[src/rtl/alu_pkg.sv]
// Shared ALU definitions: operation encodings and elaboration-time helpers.
package alu_pkg;

  localparam logic OP_ADD = 1'b0;
  localparam logic OP_SUB = 1'b1;

  function automatic int ceil_div(input int num, input int den);
    return (num + den - 1) / den;
  endfunction

endpackage

[src/rtl/csel_slice.sv]
// One carry-select slice: two ripple chains (carry-in 0 and 1) followed by a late 2:1 select.
module csel_slice #(
  parameter int SLICE_W = 8
) (
  input  logic [SLICE_W-1:0] a,
  input  logic [SLICE_W-1:0] b,
  input  logic               cin,
  output logic [SLICE_W-1:0] sum,
  output logic               cout
);

  logic [SLICE_W:0]   c0, c1;
  logic [SLICE_W-1:0] s0, s1;

  always_comb begin
    c0 = '0;
    c1 = '0;
    s0 = '0;
    s1 = '0;
    c0[0] = 1'b0;
    c1[0] = 1'b1;
    for (int i = 0; i < SLICE_W; i++) begin
      s0[i]   = a[i] ^ b[i] ^ c0[i];
      c0[i+1] = (a[i] & b[i]) | (c0[i] & (a[i] ^ b[i]));
      s1[i]   = a[i] ^ b[i] ^ c1[i];
      c1[i+1] = (a[i] & b[i]) | (c1[i] & (a[i] ^ b[i]));
    end
  end

  assign sum  = cin ? s1 : s0;
  assign cout = cin ? c1[SLICE_W] : c0[SLICE_W];

endmodule

[src/rtl/pipelined_csel_adder.sv]
// Pipelined carry-select adder/subtractor; each stage resolves a group of slices and
// forwards the resolved low sum, the carry and the still-unresolved upper operand bits.
module pipelined_csel_adder
  import alu_pkg::*;
#(
  parameter int WIDTH            = 32,
  parameter int SLICE_W          = 8,
  parameter int SLICES_PER_STAGE = 2
) (
  input  logic             clk,
  input  logic             rst,
  input  logic             in_valid,
  output logic             in_ready,
  input  logic [WIDTH-1:0] in_a,
  input  logic [WIDTH-1:0] in_b,
  input  logic             in_cin,
  input  logic             in_sub,
  output logic             out_valid,
  input  logic             out_ready,
  output logic [WIDTH-1:0] out_sum,
  output logic             out_cout,
  output logic             out_ovf,
  output logic             out_zero
);

  localparam int NUM_SLICES = WIDTH / SLICE_W;
  localparam int SPS        = (SLICES_PER_STAGE < 1) ? 1 : SLICES_PER_STAGE;
  localparam int LATENCY    = ceil_div(NUM_SLICES, SPS);

  if ((WIDTH % SLICE_W) != 0 || SLICES_PER_STAGE < 1) begin : g_bad_params
    $error("pipelined_csel_adder: WIDTH must be a multiple of SLICE_W and SLICES_PER_STAGE >= 1");
  end

  // Handshake: a beat is accepted when in_valid && in_ready and leaves when
  // out_valid && out_ready. The whole pipe advances together (adv); when adv is
  // low every stage holds data and valid, so out_* stay stable under backpressure.
  logic adv;
  assign adv      = !out_valid || out_ready;
  assign in_ready = adv;

  for (genvar k = 0; k < LATENCY; k++) begin : g_stage
    localparam int FIRST = k * SPS;
    localparam int NS    = ((NUM_SLICES - FIRST) < SPS) ? (NUM_SLICES - FIRST) : SPS;
    localparam int LO    = FIRST * SLICE_W;
    localparam int HI    = LO + NS * SLICE_W;
    localparam bit LAST  = (k == LATENCY - 1);

    logic [WIDTH-1:LO]       st_a, st_b;
    logic [HI-1:LO]          st_b_eff;
    logic                    st_cin, st_sub, st_valid;
    logic [NS*SLICE_W-1:0]   slice_sum;
    logic [HI-1:0]           sum_d, sum_q;
    logic                    carry_d, carry_q, valid_d, valid_q;

    if (k == 0) begin : g_first
      assign st_a     = in_a;
      assign st_b     = in_b;
      assign st_sub   = in_sub;
      assign st_valid = in_valid;
      assign st_cin   = (in_sub == OP_ADD) ? in_cin : 1'b1;
      always_comb sum_d = slice_sum;
    end else begin : g_chain
      assign st_a     = g_stage[k-1].g_mid.a_q;
      assign st_b     = g_stage[k-1].g_mid.b_q;
      assign st_sub   = g_stage[k-1].g_mid.sub_q;
      assign st_valid = g_stage[k-1].valid_q;
      assign st_cin   = g_stage[k-1].carry_q;
      always_comb sum_d = {slice_sum, g_stage[k-1].sum_q};
    end

    // Operand B travels unmodified with the mode bit; each stage inverts only its own slices.
    assign st_b_eff = (st_sub == OP_SUB) ? ~st_b[HI-1:LO] : st_b[HI-1:LO];

    for (genvar j = 0; j < NS; j++) begin : g_slice
      logic cin_j, cout_j;
      if (j == 0) begin : g_cin0
        assign cin_j = st_cin;
      end else begin : g_cinn
        assign cin_j = g_slice[j-1].cout_j;
      end
      csel_slice #(.SLICE_W(SLICE_W)) u_slice (
        .a   (st_a[LO + j*SLICE_W +: SLICE_W]),
        .b   (st_b_eff[LO + j*SLICE_W +: SLICE_W]),
        .cin (cin_j),
        .sum (slice_sum[j*SLICE_W +: SLICE_W]),
        .cout(cout_j)
      );
    end

    always_comb begin
      carry_d = g_slice[NS-1].cout_j;
      valid_d = st_valid;
    end

    always_ff @(posedge clk or posedge rst) begin
      if (rst) begin
        sum_q   <= '0;
        carry_q <= 1'b0;
        valid_q <= 1'b0;
      end else if (adv) begin
        sum_q   <= sum_d;
        carry_q <= carry_d;
        valid_q <= valid_d;
      end
    end

    if (!LAST) begin : g_mid
      logic [WIDTH-1:HI] a_d, a_q, b_d, b_q;
      logic              sub_d, sub_q;

      always_comb begin
        a_d   = st_a[WIDTH-1:HI];
        b_d   = st_b[WIDTH-1:HI];
        sub_d = st_sub;
      end

      always_ff @(posedge clk or posedge rst) begin
        if (rst) begin
          a_q   <= '0;
          b_q   <= '0;
          sub_q <= 1'b0;
        end else if (adv) begin
          a_q   <= a_d;
          b_q   <= b_d;
          sub_q <= sub_d;
        end
      end
    end else begin : g_last
      logic ovf_d, ovf_q, zero_d, zero_q;

      always_comb begin
        ovf_d  = (st_a[WIDTH-1] == st_b_eff[WIDTH-1]) && (sum_d[WIDTH-1] != st_a[WIDTH-1]);
        zero_d = ~|sum_d;
      end

      always_ff @(posedge clk or posedge rst) begin
        if (rst) begin
          ovf_q  <= 1'b0;
          zero_q <= 1'b0;
        end else if (adv) begin
          ovf_q  <= ovf_d;
          zero_q <= zero_d;
        end
      end
    end
  end

  assign out_valid = g_stage[LATENCY-1].valid_q;
  assign out_sum   = g_stage[LATENCY-1].sum_q;
  assign out_cout  = g_stage[LATENCY-1].carry_q;
  assign out_ovf   = g_stage[LATENCY-1].g_last.ovf_q;
  assign out_zero  = g_stage[LATENCY-1].g_last.zero_q;

endmodule

[config.mk]
export PLATFORM = sky130hd
export DESIGN_NAME = pipelined_csel_adder
export DESIGN_NICKNAME = d
export VERILOG_FILES = /design/src/rtl/alu_pkg.sv /design/src/rtl/csel_slice.sv /design/src/rtl/pipelined_csel_adder.sv
export SDC_FILE = /design/constraint.sdc
export NUM_CORES = 1
export LEC_CHECK = 0
export BUFFER_PORTS_ARGS = -buffer_cell sky130_fd_sc_hd__buf_2
export CAP_MARGIN = 20
export CORE_UTILIZATION = 54
export DETAILED_ROUTE_END_ITERATION = 10
export PLACE_DENSITY_LB_ADDON = 0.12
export SYNTH_ARGS = -nofsm -noshare
export SYNTH_HDL_FRONTEND = slang
export SYNTH_HIERARCHICAL = 1
export SYNTH_SLANG_ARGS = --single-unit
[constraint.sdc]
create_clock -name clk -period 7.8 [get_ports clk]
set_input_delay 0.39 -clock clk [delete_from_list [all_inputs] [get_ports clk]]
set_output_delay 0.39 -clock clk [all_outputs]
set_load 0.02 [all_outputs]
Word-level counts from Yosys, hierarchy flattened
Index checks and enable logic that the tools add are counted.
{ "classes": {"reduce_logical": 5, "mux": 11, "bitwise_logic": 242, "n_eq_ne": 2} }
{ "op_table": {"columns": ["operator", "n"], "rows": [
  ["$and A1 B1 Y1", 88],
  ["$xor A1 B1 Y1", 88],
  ["$or A1 B1 Y1", 60],
  ["$mux W16", 2],
  ["$mux W8", 4],
  ["$not A16 Y16", 2],
  ["$reduce_or A32 Y1", 1],
  ["$mux W1", 5],
  ["$not A1 Y1", 4],
  ["$logic_not A1 Y1", 2],
  ["$eq A1 B1 Y1", 1],
  ["$logic_and A1 B1 Y1", 1],
  ["$logic_or A1 B1 Y1", 1],
  ["$ne A1 B1 Y1", 1]
]} }
{ "totals": {"elab_cells": 271, "regBits": 87} }

Logic depth before layout (Yosys ltp)
Gate-level depths: netlist of run 1.
{ "logic_depth": {"depth_word": 22, "depth_mapped": 32} }

Cells and area by module
The synthesis of run 1 kept the hierarchy.
{ "by_module_without_submodules": {"columns": ["module", "cells_each", "n_inst", "seq_area_each_um2", "area_per_inst_um2"], "rows": [
  ["pipelined_csel_adder", 415, 1, 2177.1, 3649.8],
  ["csel_slice at g_stage[0].g_slice[1].u_slice ...", 24, 2, 0.0, 232.7],
  ["csel_slice at g_stage[0].g_slice[0].u_slice ...", 24, 2, 0.0, 227.7]
]} }

Worst setup path after synthesis of run 1
OpenSTA, ideal clock, no wires.
{ "synth_timing": {"path_type": "register -> register", "start": "reg g_stage[0].g_mid.sub_q", "end": "reg g_stage[1].g_last.ovf_q (netlist: out_ovf)", "t_required_ps": 7718, "stages_incl_launch_ff": 32, "slack_ps": 1192, "n_path_buf": 1, "arrival_time_ps": 6526, "path_cell_list": "dfrtp_1 > buf_6 > xor2_1 > ha_1 > inv_1 > mux2i_1 > fa_1 > inv_1 > fa_1 > inv_1 > fa_1 > fa_1 > fa_1 > fa_1 > inv_1 > fa_1 > inv_1 > nor2_1 > a21oi_1 > fa_1 > inv_1 > fa_1 > inv_1 > fa_1 > fa_1 > fa_1 > fa_1 > inv_1 > fa_1 > inv_1 > or3b_1 > a31oi_1"} }
{ "synth_between": {"elab_chain_cells": 21} }
{ "synth_rtl": {"columns": ["item", "line_no", "rtl"], "rows": [
  ["start, declared", "pipelined_csel_adder.sv:109", "logic sub_d, sub_q;"],
  ["start signal, assigned", "pipelined_csel_adder.sv:125", "sub_q <= sub_d;"],
  ["$mux W16 *", "pipelined_csel_adder.sv:72", "assign st_b_eff = (st_sub == OP_SUB) ? ~st_b[HI-1:LO] : st_b[HI-1:LO];"],
  ["named net g_stage[1].st_b_eff, one bit", "pipelined_csel_adder.sv:49", "logic [HI-1:LO] st_b_eff;"],
  ["$and A1 B1 Y1 or $xor A1 B1 Y1 (tied branches)", null, null],
  ["$or A1 B1 Y1", "csel_slice.sv:26", "c1[i+1] = (a[i] & b[i]) | (c1[i] & (a[i] ^ b[i]));"],
  ["$and A1 B1 Y1", "csel_slice.sv:26", null],
  ["$or A1 B1 Y1", "csel_slice.sv:26", null],
  ["$and A1 B1 Y1", "csel_slice.sv:26", null],
  ["$or A1 B1 Y1", "csel_slice.sv:26", null],
  ["(+8 left out)", null, null],
  ["$and A1 B1 Y1", "csel_slice.sv:26", null],
  ["$or A1 B1 Y1", "csel_slice.sv:26", null],
  ["$mux W1 *", "csel_slice.sv:31", "assign cout = cin ? c1[SLICE_W] : c0[SLICE_W];"],
  ["named net g_stage[1].g_slice[0].cout_j", "pipelined_csel_adder.sv:75", "logic cin_j, cout_j;"],
  ["$mux W8 *", "csel_slice.sv:30", "assign sum = cin ? s1 : s0;"],
  ["named net g_stage[1].slice_sum[15]", "pipelined_csel_adder.sv:51", "logic [NS*SLICE_W-1:0] slice_sum;"],
  ["$ne A1 B1 Y1 *", "pipelined_csel_adder.sv:132", "ovf_d = (st_a[WIDTH-1] == st_b_eff[WIDTH-1]) && (sum_d[WIDTH-1] != st_a[WIDTH-1]);"],
  ["$logic_and A1 B1 Y1 *", "pipelined_csel_adder.sv:132", null],
  ["end signal, assigned", "pipelined_csel_adder.sv:141", "ovf_q <= ovf_d;"],
  ["end, declared", "pipelined_csel_adder.sv:129", "logic ovf_d, ovf_q, zero_d, zero_q;"]
]} }
Mark *: on every way through the listed nets, which the timed path passes. The rest lies on a longest branch.
A chain may end at the register's enable or synchronous reset.

Worst setup path after layout of run 1
{ "layout_timing": {"start": "reg g_stage[0].g_mid.b_q[16] in the netlist's numbering", "end": "reg g_stage[1].g_last.ovf_q (netlist: out_ovf)"} }
{ "layout_between": {"elab_chain_cells": 22} }
{ "layout_rtl": {"columns": ["item", "line_no", "rtl"], "rows": [
  ["start, declared", "pipelined_csel_adder.sv:108", "logic [WIDTH-1:HI] a_d, a_q, b_d, b_q;"],
  ["start signal, assigned", "pipelined_csel_adder.sv:120", "b_q <= '0;"],
  ["start signal, assigned", "pipelined_csel_adder.sv:124", "b_q <= b_d;"],
  ["$not A16 Y16", "pipelined_csel_adder.sv:72", null],
  ["$mux W16 *", "pipelined_csel_adder.sv:72", null],
  ["named net g_stage[1].st_b_eff, one bit", "pipelined_csel_adder.sv:49", null],
  ["$and A1 B1 Y1 or $xor A1 B1 Y1 (tied branches)", null, null],
  ["$or A1 B1 Y1", "csel_slice.sv:26", null],
  ["$and A1 B1 Y1", "csel_slice.sv:26", null],
  ["$or A1 B1 Y1", "csel_slice.sv:26", null],
  ["$and A1 B1 Y1", "csel_slice.sv:26", null],
  ["(+9 left out)", null, null],
  ["$and A1 B1 Y1", "csel_slice.sv:26", null],
  ["$or A1 B1 Y1", "csel_slice.sv:26", null],
  ["$mux W1 *", "csel_slice.sv:31", null],
  ["named net g_stage[1].g_slice[0].cout_j", "pipelined_csel_adder.sv:75", null],
  ["$mux W8 *", "csel_slice.sv:30", null],
  ["named net g_stage[1].slice_sum[15]", "pipelined_csel_adder.sv:51", null],
  ["$ne A1 B1 Y1 *", "pipelined_csel_adder.sv:132", null],
  ["$logic_and A1 B1 Y1 *", "pipelined_csel_adder.sv:132", null]
]} }
Marked as above.

==> flow_summary_export.csv, run 1 <==
group,metric,value,unit
outcome,outcome,"completed",
global_routing,grt_pass1_vias,3355,
setup_path,critical_path_required,8070,ps
logic_synthesis,synth_area_leader_cell,"dfrtp_1",
logic_synthesis,syn_inst,511,
logic_synthesis,syn_area_per_cell,8.94,um^2
power_and_ir_drop,sequentialPowerShare,0.404,
place,place_congestion,0.882,
floorplan,die-area,8840,um^2
setup_path,worstPathMaxFanout,4,
power_and_ir_drop,combPwrFrac,0.359,
power_and_ir_drop,switching_power,601,uW
logic_synthesis,synth.distinct_cells,24,
setup_path,startpoint,"g_stage[0].g_mid.b_q[16]$_DFFE_PP0P_",
logic_synthesis,synth-seq-cells,87,
cts,postCtsSetupBuffers,0,
cts,clk_pin_slew_worst_paths,90,ps
floorplan,core_area,8220,um^2
power_and_ir_drop,p_clk_frac,0.237,
global_routing,antenna_found_initial,0,
cells_and_area,final_layout_size_suffix_gt1_frac,0.213,
global_routing,gr-total-overflow,0,
job,max-cap-violations,0,
logic_synthesis,syn_area,4570,um^2
routing,dr.pass1.iters,4,
setup_path,crit_slowest_cell,"fa_1",
cts,tritoncts,"built",
routing,wl_met3,306,um
timing,fin_skew,10.2,ps
logic_synthesis,synth_edf_count,0,
setup_path,r2r-end,"out_ovf$_DFFE_PP0P_",
cells_and_area,finish.utilization,0.661,
routing,wl_met1,3960,um
power_and_ir_drop,p_int,1.01,mW
setup_path,crit_type,"reg -> reg",
cells_and_area,n_antenna_cell,0,
floorplan,dieHeight,94,um
routing,wl_met2,4620,um
place,place_hpwl,6510,um
cells_and_area,final_cells,720,
routing,wl,9060,um
floorplan,num_rows,33,
setup_path,cp_common_cell,"fa_1",
setup_path,worstPathArrival,7150,ps
routing,viasPerCell,4.73,
logic_synthesis,yosys_warnings,6,
timing,postLayoutSetupSlackWorst,915,ps
floorplan,initial_core_util,0.556,
setup_path,max_stage_delay,400,ps
cts,ctsHoldBuffers,0,
timing,tightest_slew,879,ps
place,dp.cells,703,
logic_synthesis,yosysSeqAreaShare,0.476,
routing,antenna_left,0,
timing,period_share,0.883,
timing,rsz0062_at_grt,"false",
cells_and_area,area_growth,18.9,%
setup_path,r2r_cells,30,
routing,wire_per_inst,12.6,um
logic_synthesis,netlist_top_cells_area,"dfrtp_1, nand2_1, fa_1, xor2_1, inv_1",
cts,cts-root-buf,"clkbuf_8",
timing,setup_viol,0,
cts,h-tree-depth,3,
power_and_ir_drop,total_power,1.61,mW
place,dpl_worst_slack,920,ps
power_and_ir_drop,p_leak,3.09,nW
routing,routed.top_layer,"met4",
logic_synthesis,yosysMostFrequentCell,"nand2_1",
global_routing,grt_max_degree,88,
cts,postCtsResizedCells,0,
cts,clock_latency,350,ps
routing,drc,0,
setup_path,rrSetupSlack,920,ps
timing,min_period,6880,ps
logic_synthesis,ys_async_sr_fraction,1.00,
hold_path,timing.hold.worst.class,"in -> async",
timing,setup_tns,0,ps
timing,maxSlewViolCount,0,
setup_path,rr_startpoint,"g_stage[0].g_mid.b_q[16]$_DFFE_PP0P_",
setup_path,crit_end,"out_ovf$_DFFE_PP0P_",
logic_synthesis,synth_ff_type,"dfrtp_1",
power_and_ir_drop,p_sw_frac,0.373,
timing,hold_viol_final,0,
power_and_ir_drop,ir_drop,0.000120,V
logic_synthesis,synth_top_area_frac,0.476,
timing,fmax,145,MHz
logic_synthesis,synth_nets,617,
logic_synthesis,ys_top_cells_by_count,"nand2_1, dfrtp_1, inv_1",
place,port_buffers,106,
power_and_ir_drop,powerDensity,297,nW/um^2
floorplan,die_w,94,um
floorplan,io_pins,107,
routing,routed-via-count,3406,
cts,cts.sinks,87,
global_routing,grt_pass1_wl,15100,um
cells_and_area,nets,716,
cts,cts.path.max_buffers,2,
setup_path,crit_path_end_kind,"flip-flop",
global_routing,track_usage,0.226,
timing,relSlewSlack,0.414,
cts,numCtsBuffers,9,
routing,dr.first_iter.drc_count,119,
setup_path,cp-start-kind,"flip-flop",
## layer usage
layer,vias up,track usage
met2,82,0.379
met5,-,0
li1,1705,-
met3,15,0.0356
met1,1604,0.295
met4,0,0.0885
## through the flow
stage,hold WS (ps),instance area [um^2]
after floorplan,430,4570
after global placement,443,5160
after CTS,215,5410
final,135,5430
after global routing,160,5430
after detailed placement,451,5160
## cell type report
type                            count  area (um^2)
Fill cell                         733         2780
Sequential cell                    87         2180
Multi-Input combinational cell    349         2090
Timing Repair Buffer              111          588
Inverter                           52          196
Clock buffer                       11          141
Tap cell                          105          131
Clock inverter                      5          105
## worst max-delay path, delay by kind of cell, from the launching register on
kind	cells	cell delay, ps
AO/OA/AOI/OAI	2	240
XOR/XNOR	1	170
multiplexers	1	80
buffers and inverters	9	630
flip-flops	1	390
AND/OR/NAND/NOR	2	470
adder cells (fa/ha/maj)	15	4830
## worst min path at each step
stage,startpoint,end,depth (start not counted)
floorplan,g_stage[0].valid_q$_DFFE_PP0P_,g_stage[0].valid_q$_DFFE_PP0P_,2
global placement,g_stage[0].valid_q$_DFFE_PP0P_,g_stage[0].valid_q$_DFFE_PP0P_,2
detailed placement,out_sum[14]$_DFFE_PP0P_,out_sum[14]$_DFFE_PP0P_,2
CTS,in_b[27],g_stage[0].g_mid.b_q[27]$_DFFE_PP0P_,3
global route,rst,out_sum[23]$_DFFE_PP0P_,3
finish,rst,out_sum[23]$_DFFE_PP0P_,3
## layout by cell type, fill, tap and decap left out, types with 3 or more instances in the layout
| cell | netlist | routed |
|---|---|---|
| xor2_1 | 35 | 35 |
| ha_1 | 8 | 8 |
| buf_2 | 12 | 106 |
| nor2_1 | 3 | 3 |
| clkbuf_8 | 0 | 10 |
| nand2_1 | 253 | 253 |
| inv_1 | 51 | 50 |
| dfrtp_1 | 87 | 87 |
| fa_1 | 28 | 28 |
| buf_4 | 1 | 4 |
| nor4_1 | 8 | 8 |
| bufinv_16 | 0 | 3 |
## power by group through the flow
stage / Sequential (mW) / Clock [mW] / Combinational, mW
2_1_floorplan: 0.741 / 0 / 0.310
3_3_place_gp: 0.656 / 0 / 0.565
3_5_place_dp: 0.661 / 0 / 0.581
4_1_cts: 0.652 / 0.389 / 0.584
5_1_grt: 0.668 / 0.408 / 0.656
6_report: 0.651 / 0.382 / 0.578
## flip-flops by register name (all words and copies together) (netlist names)
name,flops
g_stage.sum_q,16
g_stage.g_mid.a_q,16
out_ovf,1
g_stage.carry_q,1
out_zero,1
out_sum,32
g_stage.valid_q,1
out_valid,1
g_stage.g_mid.sub_q,1
g_stage.g_mid.b_q,16
out_cout,1
## cell families after synthesis
logic type,synth area share
AO/OA/AOI/OAI,0.00520
adder cells (fa/ha/maj),0.145
flip-flops,0.476
buffers and inverters,0.0673
multiplexers,0.00438
AND/OR/NAND/NOR,0.232
XOR/XNOR,0.0706
No activity file was read; power rests on OpenSTA's default activity.
==> run 2: changes to the inputs <==
- CTS_CLUSTER_SIZE: unset -> 14
- GPL_ROUTABILITY_DRIVEN: unset -> 0
- GPL_TIMING_DRIVEN: unset -> 0
==> run 2 against run 1 <==
Compared with the run above:
- cell count up 2.5%
- core utilization up 0.11 points
- count of clock-buffer cells in the layout up 2
- sequential share of layout area down 0.065 points
- hold slack worse by 24 ps
- critical endpoint unchanged
- largest cell class unchanged
==> flow_summary_export.csv, run 2 (synthesized netlist as in run 1, its figures left out) <==
group,metric,value,unit
setup_path,worstPathArrival,7230,ps
setup_path,crit_slowest_cell,"fa_1",
cts,h-tree-depth,3,
power_and_ir_drop,ir_drop,0.000129,V
floorplan,dieHeight,94,um
floorplan,io_pins,107,
floorplan,initial_core_util,0.556,
cts,clock_latency,340,ps
routing,antenna_left,0,
floorplan,die_w,94,um
cells_and_area,final_cell_mix,"nand2_1, buf_2, dfrtp_1",
outcome,outcome,"completed",
setup_path,crit_type,"reg -> reg",
cells_and_area,n_antenna_cell,0,
global_routing,use_met1,0.315,
timing,relSlewSlack,0.600,
setup_path,worstPathMaxFanout,8,
job,max-cap-violations,0,
place,postPlaceCellArea,5250,um^2
hold_path,timing.hold.worst.class,"in -> async",
setup_path,cp-start-kind,"flip-flop",
setup_path,r2r-end,"out_ovf$_DFFE_PP0P_",
floorplan,die-area,8840,um^2
cells_and_area,final_layout_size_suffix_gt1_frac,0.216,
global_routing,grt_pass1_vias,3434,
global_routing,grt_pass1_wl,15500,um
global_routing,track_usage,0.233,
cells_and_area,multiInputGateArea,2090,um^2
cts,tritoncts,"built",
global_routing,top_usage_layer,"met2",
routing,wire_per_inst,12.5,um
global_routing,gr-total-overflow,0,
cts,clk_pin_slew_worst_paths,90,ps
cells_and_area,fill_cells,754,
timing,maxSlewViolCount,0,
global_routing,grt.met3_usage,0.0340,
cells_and_area,finish.utilization,0.662,
setup_path,cp_common_cell,"fa_1",
global_routing,met2_usage,0.386,
floorplan,core_area,8220,um^2
setup_path,startpoint,"g_stage[0].g_mid.sub_q$_DFFE_PP0P_",
timing,hold_viol_final,0,
cells_and_area,nets,734,
routing,wl,9210,um
timing,fmax,143,MHz
power_and_ir_drop,total_power,1.54,mW
setup_path,r2r_cells,31,
setup_path,crit_end,"out_ovf$_DFFE_PP0P_",
setup_path,critical_path_required,8060,ps
global_routing,grt_max_degree,48,
timing,holdWs,111,ps
routing,routed-via-count,3483,
setup_path,rr_startpoint,"g_stage[0].g_mid.sub_q$_DFFE_PP0P_",
cts,cts.sinks,87,
routing,dr.first_iter.drc_count,102,
routing,drc,0,
setup_path,crit_path_end_kind,"flip-flop",
timing,fin_skew,12.7,ps
cts,cts-root-buf,"clkbuf_8",
routing,viasPerCell,4.72,
cts,ctsHoldBuffers,0,
power_and_ir_drop,p_leak,3.11,nW
cts,cts.path.max_buffers,2,
cts,postCtsSetupBuffers,0,
cells_and_area,final_area,5440,um^2
cells_and_area,largest_register_ffs,32,
routing,dr.pass1.iters,5,
power_and_ir_drop,powerDensity,283,nW/um^2
cells_and_area,final_common_cell,"nand2_1",
floorplan,num_rows,33,
timing,period_share,0.894,
timing,tightest_slew,595,ps
timing,min_period,6970,ps
timing,setup_tns,0,ps
place,port_buffers,105,
place,place_hpwl,7300,um
cells_and_area,seqCellArea,2180,um^2
cells_and_area,area_growth,19.1,%
global_routing,antenna_found_initial,0,
timing,setup_viol,0,
timing,rsz0062_at_grt,"false",
setup_path,max_stage_delay,400,ps
cts,numCtsBuffers,9,
cts,postCtsResizedCells,0,
setup_path,rrSetupSlack,830,ps
## run 2: cell count changes in the layout (fill, tap and decap cells not counted), sizes merged
| cell | before | now |
|---|---|---|
| clkbuf | 11 | 22 |
| inv | 51 | 52 |
| bufinv | 3 | 1 |
| buf | 111 | 120 |
| clkinvlp | 2 | 1 |
## run 2: worst min-delay path by stage
stage / startpoint / end
after detailed placement: g_stage[0].valid_q$_DFFE_PP0P_ / g_stage[0].valid_q$_DFFE_PP0P_
after CTS: rst / out_sum[21]$_DFFE_PP0P_
after global placement: g_stage[0].valid_q$_DFFE_PP0P_ / g_stage[0].valid_q$_DFFE_PP0P_
after global routing: rst / out_sum[21]$_DFFE_PP0P_
final: rst / out_sum[21]$_DFFE_PP0P_
after floorplan: g_stage[0].valid_q$_DFFE_PP0P_ / g_stage[0].valid_q$_DFFE_PP0P_
## run 2: per-layer routing
layer,up-vias,share of wire
met2,87,0.49
met1,1640,0.46
met5,-,0
met3,13,0.038
li1,1743,-
met4,0,0.015
## run 2: cell type report
class                           count  area share
Sequential cell                    87       0.400
Multi-Input combinational cell    349       0.383
Timing Repair Buffer              106       0.100
Inverter                           52      0.0363
Clock buffer                       13      0.0274
Tap cell                          105      0.0241
Buffer                             23      0.0207
Clock inverter                      3     0.00782
## run 2: where the power goes
part	total, mW	switching [mW]	leakage, nW	internal [mW]
sequential	0.653	0.0792	1.05	0.574
clock	0.307	0.150	0.0936	0.157
combinational	0.580	0.361	1.97	0.219
## run 2: worst max-delay path: cells and delay by family (launching register included)
kind | cells | cell delay [ps]
flops | 1 | 380
mux | 1 | 70
compound gates | 2 | 230
simple gates | 2 | 440
buf+inv | 10 | 770
xor+xnor | 1 | 160
fa+ha+maj | 15 | 4860
## run 2: per-stage QoR
step,instances,worst slack [ps]
after floorplan,511,1190
after global placement,721,931
after detailed placement,722,838
after CTS,738,818
after global routing,738,423
final,738,830
==> run 3: changes to the inputs <==
- ABC_AREA: unset -> 1
- CORE_UTILIZATION: 54 -> 55
==> run 3 against run 2 <==
Compared with the run above:
- synthesized cell count is 8.8% higher
- critical path type unchanged
- wire length rose by 7.9%
- highest routed layer unchanged
- sequential share of layout area down 1.4 points
- hold slack got worse by 36 ps
- total power up 2.5%
- count of clock-buffer cells in the layout up 1
- clock skew decreased by 3.8 ps
- combinational power rose by 4.0%
- largest cell class unchanged
- synthesized area is 3.6% higher
- critical path depth rose by 5
- global-route usage increased by 0.97 points
==> flow_summary_export.csv, run 3 <==
group,metric,value,unit
timing,min_period,6850,ps
logic_synthesis,synth_xor_area_frac,0.0573,
cells_and_area,nets,779,
timing,fmax,146,MHz
cells_and_area,n_antenna_cell,0,
setup_path,worstPathArrival,7090,ps
timing,postLayoutSetupSlackWorst,948,ps
power_and_ir_drop,switching_power,604,uW
timing,relSlewSlack,0.664,
power_and_ir_drop,sequentialPowerShare,0.411,
place,dpl_worst_slack,963,ps
cells_and_area,final_common_cell,"nand2_1",
global_routing,antenna_found_initial,0,
cts,postCtsSetupBuffers,0,
timing,fin_skew,8.88,ps
power_and_ir_drop,p_leak,3.28,nW
cts,postCtsResizedCells,0,
global_routing,track_usage,0.243,
logic_synthesis,synth_edf_count,0,
cells_and_area,final_layout_size_suffix_gt1_frac,0.214,
cts,clk_pin_slew_worst_paths,80,ps
cts,clock_latency,350,ps
global_routing,gr-total-overflow,0,
power_and_ir_drop,combPwrFrac,0.382,
power_and_ir_drop,p_clk_frac,0.207,
routing,dr.pass1.iters,4,
logic_synthesis,yosys.area_share.simple,0.233,
cells_and_area,area_growth,18.9,%
logic_synthesis,synth_top_family_by_area,"simple AND/OR/NAND/NOR gates",
logic_synthesis,synth-seq-cells,87,
floorplan,die-area,8990,um^2
logic_synthesis,netlist_top_cells_area,"dfrtp_1, nand2_1, fa_1, inv_1, xor2_1",
cells_and_area,multiInputGateArea,2110,um^2
setup_path,startpoint,"g_stage[0].g_mid.sub_q$_DFFE_PP0P_",
logic_synthesis,synth.area.mux_share,0,
logic_synthesis,syn_area,4740,um^2
power_and_ir_drop,p_sw_frac,0.383,
timing,maxSlewViolCount,0,
timing,hold_viol_final,0,
setup_path,rr_startpoint,"g_stage[0].g_mid.sub_q$_DFFE_PP0P_",
cells_and_area,fill_cells,703,
floorplan,core_area,8260,um^2
cts,tritoncts,"built",
global_routing,grt_max_degree,51,
routing,routed-via-count,3673,
power_and_ir_drop,powerDensity,280,nW/um^2
routing,drc,0,
place,dp.cells,767,
logic_synthesis,ys_async_sr_fraction,1.00,
timing,holdWs,75.0,ps
global_routing,grt_pass1_wl,16400,um
hold_path,timing.hold.worst.class,"in -> async",
setup_path,cp_common_cell,"fa_1",
outcome,outcome,"completed",
setup_path,crit_type,"reg -> reg",
logic_synthesis,synth_compound_area_frac,0.0159,
cells_and_area,final_cell_mix,"nand2_1, buf_2, dfrtp_1",
cts,numCtsBuffers,9,
floorplan,die_w,94.8,um
logic_synthesis,synthAdderAreaFrac,0.139,
logic_synthesis,yosysMostFrequentCell,"nand2_1",
logic_synthesis,synth.distinct_cells,18,
cells_and_area,largest_register_ffs,32,
setup_path,crit_path_end_kind,"flip-flop",
logic_synthesis,yosys_warnings,6,
place,place_hpwl,7500,um
logic_synthesis,synth_top_area_frac,0.460,
cells_and_area,final_cells,783,
cts,cts.path.max_buffers,2,
logic_synthesis,syn_area_per_cell,8.52,um^2
setup_path,crit_slowest_cell,"fa_1",
logic_synthesis,syn_inst,556,
routing,wl,9930,um
cells_and_area,finish.utilization,0.682,
cts,cts-root-buf,"clkbuf_8",
global_routing,grt_pass1_vias,3638,
timing,rsz0062_at_grt,"false",
routing,viasPerCell,4.69,
floorplan,dieHeight,94.8,um
logic_synthesis,ys_top_cells_by_count,"nand2_1, dfrtp_1, inv_1",
logic_synthesis,synth_area_leader_cell,"dfrtp_1",
job,max-cap-violations,0,
cts,h-tree-depth,3,
routing,wire_per_inst,12.7,um
setup_path,cp-start-kind,"flip-flop",
timing,setup_viol,0,
cts,cts.sinks,87,
cts,ctsHoldBuffers,0,
logic_synthesis,yosysSeqAreaShare,0.460,
power_and_ir_drop,ir_drop,0.000133,V
floorplan,num_rows,33,
power_and_ir_drop,p_int,975,uW
floorplan,io_pins,107,
routing,antenna_left,0,
cells_and_area,seqCellArea,2180,um^2
place,port_buffers,105,
timing,tightest_slew,504,ps
timing,period_share,0.878,
routing,dr.first_iter.drc_count,140,
logic_synthesis,synth_ff_type,"dfrtp_1",
setup_path,critical_path_required,8040,ps
setup_path,worstPathMaxFanout,8,
setup_path,max_stage_delay,400,ps
floorplan,initial_core_util,0.573,
timing,setup_tns,0,ps
logic_synthesis,synth_nets,662,
[run 3: path summary, 6_finish.rpt]
check / to / slack, ps / depth (start not counted)
worst min-delay path: out_sum[18]$_DFFE_PP0P_ / 70 / 2
worst max register to register: out_zero$_DFFE_PP0P_ / 950 / 36
worst max-delay path: out_zero$_DFFE_PP0P_ / 950 / 36
worst min register to register: out_valid$_DFFE_PP0P_ / 460 / 2
min in group clk: g_stage[0].g_mid.b_q[20]$_DFFE_PP0P_ / 240 / 3
max in group asynchronous: out_sum[31]$_DFFE_PP0P_ / 7110 / 3
[run 3: power groups by stage]
stage               Combinational [mW]  Clock (mW)  Sequential [mW]
floorplan                        0.333           0            0.736
finish                           0.603       0.327            0.649
CTS                              0.613       0.332            0.650
global route                     0.693       0.353            0.664
detailed placement               0.610           0            0.657
global placement                 0.588           0            0.655
[run 3: cells by family (layout without fill, tap and decap cells)]
logic type | Yosys count | after routing
buf+inv | 97 | 219
simple gates | 291 | 291
xor+xnor | 31 | 31
fa+ha+maj | 36 | 36
compound gates | 14 | 14
flops | 87 | 87
[run 3: metrics by stage]
stage / power [mW] / cell area, um^2
after floorplan: 1.07 / 4740
after global placement: 1.24 / 5390
after detailed placement: 1.27 / 5420
after CTS: 1.59 / 5630
after global routing: 1.71 / 5630
final: 1.58 / 5630
[run 3: worst max-delay path: cells and delay by family, from the launching register on]
family	cells	cell delay (ps)
DFF	1	360
xor gates and xnor gates	1	170
buffers and inverters	11	890
adders and majority gates	15	4790
and+or+nand+nor	8	490
AOI/OAI and AO/OA	1	60
[run 3: area by class of cell]
cell class / count / share of cell area
clock buffers: 14 / 0.0307
well taps: 105 / 0.0233
clock inverters: 2 / 0.00666
repair buffers: 106 / 0.0982
inverters: 75 / 0.0504
multi-input cells: 372 / 0.375
plain buffers: 22 / 0.0295
flip-flops and latches: 87 / 0.386
[run 3: metal layers]
metal  GRT usage  wire (um)  vias to the layer above
met4      0.0694        132                        0
met3      0.0298        326                       11
met5           0          0                        -
li1            -          -                     1850
met1       0.311       4450                     1732
met2       0.431       5030                       80
